File: config.mk
export PLATFORM = sky130hd
export DESIGN_NAME = and_gate_env_mealy_flat
export DESIGN_NICKNAME = d
export VERILOG_FILES = /design/src/rtl/and_gate_env_mealy_pkg.sv /design/src/rtl/and_gate_env_mealy_if.sv /design/src/rtl/and_gate_env_mealy_watchdog.sv /design/src/rtl/and_gate_env_mealy.sv /design/src/flat_wrapper.sv
export SDC_FILE = /design/constraint.sdc
export NUM_CORES = 1
export LEC_CHECK = 0
export ABC_AREA = 1
export BUFFER_PORTS_ARGS = -buffer_cell sky130_fd_sc_hd__buf_4
export CAP_MARGIN = 20
export CORE_MARGIN = 10
export CORE_UTILIZATION = 40
export CTS_BUF_LIST = sky130_fd_sc_hd__clkbuf_16
export DETAILED_ROUTE_END_ITERATION = 8
export MAX_ROUTING_LAYER = met4
export RECOVER_POWER = 25
export SETUP_SLACK_MARGIN = 0.1
export SLEW_MARGIN = 20
export SYNTH_ARGS = -nofsm -noshare
export SYNTH_HDL_FRONTEND = slang
export SYNTH_SLANG_ARGS = --single-unit
export TNS_END_PERCENT = 5
File: constraint.sdc
create_clock -name clk -period 3.6 [get_ports clk]
set_clock_uncertainty 0.15 [all_clocks]
set_input_delay 0.18 -clock clk [delete_from_list [all_inputs] [get_ports clk]]
set_output_delay 0.18 -clock clk [all_outputs]
set_load 0.01 [all_outputs]
File: src/rtl/and_gate_env_mealy_pkg.sv
// Shared types and encodings for the AND-gate environment controller.
package and_gate_env_pkg;

  typedef enum logic [1:0] {
    ST_IDLE     = 2'd0,
    ST_EMIT     = 2'd1,
    ST_WAIT_OUT = 2'd2,
    ST_ERROR    = 2'd3
  } state_t;

  localparam logic [1:0] ERR_NONE    = 2'd0;
  localparam logic [1:0] ERR_TIMEOUT = 2'd1;
  localparam logic [1:0] ERR_WRONG   = 2'd2;
  localparam logic [1:0] ERR_UNEXP   = 2'd3;

  localparam logic SEL_A = 1'b0;
  localparam logic SEL_B = 1'b1;

endpackage

File: src/rtl/and_gate_env_mealy_if.sv
// Transition-event bus between the environment (master) and the gate (slave).
interface and_gate_env_mealy_if;
  import and_gate_env_pkg::*;

  logic a_P;
  logic a_M;
  logic b_P;
  logic b_M;
  logic out_P;
  logic out_M;

  modport master (
    output a_P, a_M, b_P, b_M,
    input  out_P, out_M
  );

  modport slave (
    input  a_P, a_M, b_P, b_M,
    output out_P, out_M
  );

endinterface

File: src/rtl/and_gate_env_mealy_watchdog.sv
// Response watchdog: clear/enable counter flagging the last allowed wait cycle.
module and_gate_env_watchdog
  import and_gate_env_pkg::*;
#(
  parameter int unsigned TIMEOUT = 16
) (
  input  logic clk,
  input  logic reset,
  input  logic clr,
  input  logic en,
  output logic expired
);

  localparam int unsigned CW = $clog2(TIMEOUT);
  localparam logic [CW-1:0] LAST = CW'(TIMEOUT - 1);

  logic [CW-1:0] cnt_q;

  // Count enabled wait cycles, saturating at the last allowed one.
  always_ff @(posedge clk or negedge reset) begin
    if (!reset) begin
      cnt_q <= '0;
    end else if (clr) begin
      cnt_q <= '0;
    end else if (en && (cnt_q != LAST)) begin
      cnt_q <= cnt_q + CW'(1);
    end
  end

  // Expired during the TIMEOUT-th enabled cycle, so the FSM leaves at the
  // very edge where the count would reach TIMEOUT.
  assign expired = en & (cnt_q == LAST);

endmodule

File: src/rtl/and_gate_env_mealy.sv
// Environment controller: emits AND-gate input events and checks the replies.
module and_gate_env_mealy
  import and_gate_env_pkg::*;
#(
  parameter int unsigned TIMEOUT = 16,
  parameter int unsigned CNT_W   = 16
) (
  input  logic                 clk,
  input  logic                 reset,
  input  logic                 cmd_valid,
  input  logic                 cmd_sel,
  output logic                 cmd_ready,
  and_gate_env_mealy_if.master evt,
  output logic                 a_lvl,
  output logic                 b_lvl,
  output logic                 out_lvl,
  output logic                 busy,
  output logic                 err,
  output logic [1:0]           err_code,
  output logic [CNT_W-1:0]     evt_count
);

  state_t           state_q, state_d;
  logic             accept, out_upd;
  logic [1:0]       code_d;
  logic             a_p_q, a_m_q, b_p_q, b_m_q;
  logic             a_lvl_q, b_lvl_q, out_lvl_q;
  logic [1:0]       err_code_q;
  logic [CNT_W-1:0] cnt_q;
  logic             exp_out, any_out, match_out;
  logic             wdg_clr, wdg_en, wdg_expired;

  // Levels already hold the new value during EMIT, so expected output is
  // simply their AND while in EMIT/WAIT_OUT.
  assign exp_out   = a_lvl_q & b_lvl_q;
  assign any_out   = evt.out_P | evt.out_M;
  assign match_out = exp_out ? (evt.out_P & ~evt.out_M) : (evt.out_M & ~evt.out_P);

  and_gate_env_watchdog #(
    .TIMEOUT(TIMEOUT)
  ) u_wdg (
    .clk     (clk),
    .reset   (reset),
    .clr     (wdg_clr),
    .en      (wdg_en),
    .expired (wdg_expired)
  );

  // State register.
  always_ff @(posedge clk or negedge reset) begin
    if (!reset) state_q <= ST_IDLE;
    else        state_q <= state_d;
  end

  // Next-state logic, error classification and acceptance strobes.
  always_comb begin
    state_d = state_q;
    code_d  = ERR_NONE;
    accept  = 1'b0;
    out_upd = 1'b0;
    case (state_q)
      ST_IDLE: begin
        if (any_out) begin
          state_d = ST_ERROR;
          code_d  = ERR_UNEXP;
        end else if (cmd_valid) begin
          state_d = ST_EMIT;
          accept  = 1'b1;
        end
      end
      ST_EMIT: begin
        if (exp_out == out_lvl_q) begin
          if (any_out) begin
            state_d = ST_ERROR;
            code_d  = ERR_UNEXP;
          end else begin
            state_d = ST_IDLE;
          end
        end else if (match_out) begin
          state_d = ST_IDLE;
          out_upd = 1'b1;
        end else if (any_out) begin
          state_d = ST_ERROR;
          code_d  = ERR_WRONG;
        end else begin
          state_d = ST_WAIT_OUT;
        end
      end
      ST_WAIT_OUT: begin
        if (match_out) begin
          state_d = ST_IDLE;
          out_upd = 1'b1;
        end else if (any_out) begin
          state_d = ST_ERROR;
          code_d  = ERR_WRONG;
        end else if (wdg_expired) begin
          state_d = ST_ERROR;
          code_d  = ERR_TIMEOUT;
        end
      end
      default: state_d = ST_ERROR;
    endcase
  end

  // Status outputs and watchdog control decoded from the current state.
  always_comb begin
    cmd_ready = (state_q == ST_IDLE);
    busy      = (state_q == ST_EMIT) || (state_q == ST_WAIT_OUT);
    err       = (state_q == ST_ERROR);
    wdg_en    = (state_q == ST_WAIT_OUT);
    wdg_clr   = (state_q != ST_WAIT_OUT);
  end

  // Pulse, level, counter and error-code registers.
  always_ff @(posedge clk or negedge reset) begin
    if (!reset) begin
      a_p_q      <= 1'b0;
      a_m_q      <= 1'b0;
      b_p_q      <= 1'b0;
      b_m_q      <= 1'b0;
      a_lvl_q    <= 1'b0;
      b_lvl_q    <= 1'b0;
      out_lvl_q  <= 1'b0;
      err_code_q <= ERR_NONE;
      cnt_q      <= '0;
    end else begin
      a_p_q <= accept & (cmd_sel == SEL_A) & ~a_lvl_q;
      a_m_q <= accept & (cmd_sel == SEL_A) &  a_lvl_q;
      b_p_q <= accept & (cmd_sel == SEL_B) & ~b_lvl_q;
      b_m_q <= accept & (cmd_sel == SEL_B) &  b_lvl_q;
      if (accept) begin
        if (cmd_sel == SEL_A) a_lvl_q <= ~a_lvl_q;
        else                  b_lvl_q <= ~b_lvl_q;
        cnt_q <= cnt_q + CNT_W'(1);
      end
      if (out_upd) out_lvl_q <= exp_out;
      if ((state_q != ST_ERROR) && (state_d == ST_ERROR)) err_code_q <= code_d;
    end
  end

  assign evt.a_P   = a_p_q;
  assign evt.a_M   = a_m_q;
  assign evt.b_P   = b_p_q;
  assign evt.b_M   = b_m_q;
  assign a_lvl     = a_lvl_q;
  assign b_lvl     = b_lvl_q;
  assign out_lvl   = out_lvl_q;
  assign err_code  = err_code_q;
  assign evt_count = cnt_q;

endmodule

File: src/flat_wrapper.sv
// flat-port wrapper written by rule: the top's interface ports become plain ports
module and_gate_env_mealy_flat import and_gate_env_pkg::*;
#(
  parameter int unsigned TIMEOUT = 16,
  parameter int unsigned CNT_W   = 16
)
  (clk, reset, cmd_valid, cmd_sel, cmd_ready, a_lvl, b_lvl, out_lvl, busy, err, err_code, evt_count, evt_a_P, evt_a_M, evt_b_P, evt_b_M, evt_out_P, evt_out_M);
  and_gate_env_mealy_if evt_i ();
  input  logic clk;
  input  logic reset;
  input  logic cmd_valid;
  input  logic cmd_sel;
  output logic cmd_ready;
  output logic a_lvl;
  output logic b_lvl;
  output logic out_lvl;
  output logic busy;
  output logic err;
  output logic [1:0] err_code;
  output logic [CNT_W-1:0] evt_count;
  output wire logic [$bits(evt_i.a_P)-1:0] evt_a_P;
  output wire logic [$bits(evt_i.a_M)-1:0] evt_a_M;
  output wire logic [$bits(evt_i.b_P)-1:0] evt_b_P;
  output wire logic [$bits(evt_i.b_M)-1:0] evt_b_M;
  input wire logic [$bits(evt_i.out_P)-1:0] evt_out_P;
  input wire logic [$bits(evt_i.out_M)-1:0] evt_out_M;
  assign evt_a_P = evt_i.a_P;
  assign evt_a_M = evt_i.a_M;
  assign evt_b_P = evt_i.b_P;
  assign evt_b_M = evt_i.b_M;
  assign evt_i.out_P = evt_out_P;
  assign evt_i.out_M = evt_out_M;
  and_gate_env_mealy #(.TIMEOUT(TIMEOUT), .CNT_W(CNT_W)) u_core (.clk(clk), .reset(reset), .cmd_valid(cmd_valid), .cmd_sel(cmd_sel), .cmd_ready(cmd_ready), .evt(evt_i), .a_lvl(a_lvl), .b_lvl(b_lvl), .out_lvl(out_lvl), .busy(busy), .err(err), .err_code(err_code), .evt_count(evt_count));
endmodule
* Word-level counts from Yosys, hierarchy flattened *
Index checks and enable logic that the tools add are counted.

operators by class
  bitwise operators = 16
  mux-type cells = 26
  add/sub/neg operators = 2
  equal/unequal tests = 9
  reductions and logical operators = 7

operator list
  operator                                                          count
  2-bit two-way mux                                                 13
  16-bit by 1-bit adder with 16-bit output (second input constant)  1
  2-bit one-hot mux with 3 select lines                             2
  1-bit AND                                                         10
  1-bit two-way mux                                                 8
  4-bit two-way mux                                                 2
  2-bit == test (second input constant)                             3
  1-bit NOT                                                         5
  4-bit by 1-bit adder with 4-bit output (second input constant)    1
  4-bit == test (second input constant)                             1
  2-bit != test (second input constant)                             2
  4-bit != test (second input constant)                             1
  2-bit AND reduction                                               2
  2-bit by 1-bit == test with 1-bit output (second input constant)  1
  1-bit logical AND                                                 2
  2-bit zero test                                                   1
  1-bit one-hot mux with 2 select lines                             1
  2-bit nonzero test                                                1
  1-bit == test                                                     1
  1-bit logical OR                                                  1
  1-bit bitwise OR                                                  1

storage, ports and cells
  flip-flop bits (word level) = 31
  input bits = 6
  output and inout bits = 28

* Longest topological paths before layout *
  depth after elaboration = 8
  depth in mapped cells = 11
  mapped depth without buffers = 11

* By module *
From an unflattened synthesis, not the netlist that was laid out.

second synthesis, totals
  cells, all modules = 226
  area total of the unflattened synthesis = 1819.2 µm²

modules (own cells, without submodules)
  module                 sequential area each (µm²)  cells each  area an instance (µm²)  instances
  and_gate_env_mealy     675.6                       196         1587.8                  1
  and_gate_env_watchdog  100.1                       30          231.5                   1

* Least setup slack after synthesis *
Ideal clock, no wire load.

  kind = flip-flop to flip-flop
  start = reg u_core.state_q[0]
  end = reg u_core.cnt_q[15] (netlist: u_core.evt_count[15])
  required time = 3.371 ns
  arrival time = 1.600 ns
  stages on the path, launching flop included = 12
  period minus slack after synthesis = 1.830 ns
  path slack = 1.770 ns
  setup time = 0.079 ns
  cell sequence = dfrtp_1 -> inv_1 -> ha_1 -> nand2_1 -> inv_1 -> nand2_4 -> nor2_4 -> nand2_4 -> nor2_8 -> nand2_2 -> nor2_2 -> xor2_1

between the ends
  word-level cells in the longest chain between the ends = 2

ends and longest elaborated chain
  item                    line                       source
  start, declared         and_gate_env_mealy.sv:23   state_t state_q, state_d;
  start signal, assigned  and_gate_env_mealy.sv:52   else state_q <= state_d;
  2-bit zero test         n/a
  net cmd_ready           flat_wrapper.sv:13         output logic cmd_ready;
  1-bit two-way mux       and_gate_env_mealy.sv:61   case (state_q)
  end signal, assigned    and_gate_env_mealy.sv:134  cnt_q <= cnt_q + CNT_W'(1);
  end, declared           and_gate_env_mealy.sv:29   logic [CNT_W-1:0] cnt_q;

The timed path passes the listed nets, and every way through them passes these cells.
A chain may end at the register's enable or synchronous reset.

==> summary.md <==
| Metric | Value |
|---|---|
| Top-count cell post-synth | nand2_1 |
| Min Tclk post-route | slightly below 2000 ps |
| Sink Count | 31 |
| Leading area contributor after synthesis | dfrtp_1 |
| Crit. Startpoint | reset |
| Clock input transition at the sequential cells of the worst setup and hold paths | approximately 50 ps |
| Share of cells above drive strength 1 | 26.03% |
| Initial core utilization | between 40% and 50% |
| Overall routed net length | around 3600 µm |
| WP data required | approximately 3500 ps |
| Area share of the largest cell type after synthesis | roughly 49% |
| YS warnings | 0 |
| Slowest stage cell, crit path | clkbuf_1 |
| Total congestion overflow | 0 |
| Layout net count | 230 |
| Status | complete, but fails checks |
| Reg2Reg Capture Point | u_core.evt_count[15] |
| Largest net degree at the start of global routing | 32 |
| Post-synth EDFFs | 0 |
| FF-to-FF path depth | 11 |
| Fmax | 507.1 MHz |
| Initial detailed-routing violation count | between 80 and 90 |
| Vias | about 1.3k |
| WS Path Type | in -> async |
| Syn Nets | roughly 190 |
| P_leak | between 1 and 1.5 nW |
| IO Pins | 34 |
| Reg2Reg Setup Slack | around 1700 ps |
| Number of port buffers | 33 |
| Kind of cell adding the most delay to the critical path | buffers and inverters |
| HP Class | in -> reg |
| Crit-path cells | dlygate4sd3_1 -> clkbuf_1 |
| Final period utilization | between 50% and 60% |
| Util after Layout | between 50% and 60% |
| Num CTS Buffers | 5 |
| CP Launch Type | input port |
| CTS root buf | clkbuf_16 |
| Top cells by count, synth | nand2_1 (36), dfrtp_1 (31), inv_1 (22) |
| Crit path depth | 2 |
| Max_slew headroom | -9.587% |
| Hold_ws | 52.90 ps |
| Dpl cells | between 200 and 300 |
| Row Count | 22 |
| Synth top area cells | dfrtp_1 (49%), nand2_1 (8.5%), nand3_1 (5.3%) |
| RSZ-0062 raised after global routing | false |
| CTS H-Tree Depth | 2 |
| Met3 Use GR | around 3.4% |
| Drc violations | 0 |
| Worst setup path end | u_core.state_q[1] |
| Die ar. | roughly 6900 µm² |
| MaxCap Viol Count | 1 |
| Antenna Cells | 0 |
| Mapped cell area | about 1600 µm² |
| Gp weighted congestion | a little under 1 |
| Tightest Pin Transition | between 1500 and 2000 ps |
| Vias/cell | 4.734 |
| P&R area growth vs syn | 29.94% |
| Wire length of the first global-routing pass | 6348 µm |
| Final Setup Violations | 0 |
| Ys async rst share | 100.0% |
| Vias in the first global route | 1329 |
| Endpoints failing hold | 0 |
| Seq cells post-synth | 31 |
| DRT antenna net count | 0 |
| DIE HEIGHT | around 83 µm |
| Core box area | between 3000 and 4000 µm² |
| Hpwl dp | ~2800 µm |
| GRT Max-Usage Layer | met2 |
| Drt wl/cell | about 13 µm |
| Synth Instances | roughly 180 |
| Post_cts resized | 0 |
| Syn_area_per_cell | roughly 9 µm² |
| Sequential share of the synthesized area | around 49% |
| CTS tree | built |
| Library cells used by synthesis | 21 |
| Fin cells | approximately 270 |
| Total power draw | ~1.4 mW |
| Clock Tree Buf Depth | 2 |
| Met2 usage | between 10% and 20% |
| Slowest cell delay on critical path | about 1200 ps |
| Critical-path maximum fanout | 31 |
| CP Capture Type | async pin |
| Chip width | roughly 83 µm |
| Setup TNS | 0 ps |
| Total track usage | between 10% and 20% |
| CP bufs+invs | 2 |
| Clock Latency Late Sink | roughly 270 ps |
| CP arrival | around 1900 ps |
| Initial antenna violation count | 0 |
| Reg2reg start | u_core.state_q[0] |
| Grt met1 use | around an eighth |
| DR pass1 iterations | 4 |
| Peak supply drop | around 0.46 mV |
| Main synth FF type | dfrtp_1 |
| Fin. max-slew vios | 32 |
| PwrDens | 659.4 nW/µm² |
| Failing checks | capacitance limit, slew limit |
[area by class of cell]
cell class	instances	area, µm²
Multi-Input combinational cell	121	726.9
Clock inverter	3	38.79
Timing Repair Buffer	34	254.0
Clock buffer	5	125.1
Fill cell	342	1697
Inverter	25	93.84
Sequential cell	31	775.7
Tap cell	48	60.06
[how the worst min path moves through the flow]
stage,startpoint,endpoint,cells after the start
5_1_grt,cmd_sel,u_core.evt.a_M,3
3_5_place_dp,reset,u_core.u_wdg.cnt_q[2],1
4_1_cts,cmd_sel,u_core.evt.a_M,3
2_1_floorplan,reset,u_core.a_lvl,0
6_report,cmd_sel,u_core.evt.a_M,3
3_3_place_gp,reset,u_core.u_wdg.cnt_q[0],1
[cell families (layout without fill, tap and decap cells)]
kind of cell | after synthesis | in the layout | synth area share [%]
AND/OR/NAND/NOR | 84 | 84 | 26.96
flip-flops | 31 | 31 | 48.59
buffers and inverters | 25 | 67 | 5.878
XOR/XNOR | 17 | 17 | 9.326
AO/OA/AOI/OAI | 14 | 14 | 4.545
adder cells (fa/ha/maj) | 6 | 6 | 4.702
[placed cells by master (no fill, tap or decap)]
master / netlist / layout
bufinv_16: 0 / 1
inv_2: 3 / 3
a21oi_1: 6 / 6
nor3_1: 3 / 3
nand3_1: 17 / 17
nor3_2: 1 / 1
inv_1: 22 / 22
a211oi_1: 1 / 1
dlygate4sd3_1: 0 / 1
xor2_1: 9 / 9
nand2_1: 36 / 36
dfrtp_1: 31 / 31
or2_2: 1 / 1
xnor2_1: 8 / 8
nor2_2: 2 / 2
clkinv_1: 0 / 1
clkinv_2: 0 / 1
clkbuf_1: 0 / 1
nand2_2: 4 / 4
nor2_8: 1 / 1
buf_4: 0 / 32
o21ai_0: 7 / 7
nand4_1: 2 / 2
nor2_1: 11 / 11
clkbuf_16: 0 / 5
nor2_4: 4 / 4
nand2_4: 2 / 2
ha_1: 6 / 6
[power breakdown]
part           internal (mW)  switching, mW  total [mW]
Sequential             0.409         0.0572       0.467
Combinational          0.182          0.261       0.443
Clock                  0.322          0.137       0.459
[registers in the layout, indices dropped and copies added, names as in the netlist]
register            flops
u_core.evt_count       16
u_core.u_wdg.cnt_q      4
u_core.err_code         2
u_core.state_q          2
u_core.a_lvl            1
u_core.b_lvl            1
u_core.evt.a_M          1
u_core.evt.a_P          1
u_core.evt.b_M          1
u_core.evt.b_P          1
u_core.out_lvl          1
[per-stage QoR]
step | instance area, µm² | worst slack (ps)
after detailed placement | 1904 | 1667
final | 2074 | 1628
after global routing | 2074 | 1286
after CTS | 2078 | 1655
after global placement | 1904 | 1767
after floorplan | 1597 | 1770
[layer usage]
layer / share of wire, % / wire [µm] / vias to the layer above
li1: - / - / 641
met1: 46 / 1656 / 586
met2: 48 / 1726 / 32
met3: 4.8 / 171 / 5
met4: 1.2 / 44 / 0
met5: 0 / 0 / -
[what timing repair did]
item                      4_1_cts  5_1_grt
hold endpoints to repair       31        0
hold buffers                    1        0
setup buffers                   0        0
No activity file was read; power rests on OpenSTA's default activity.
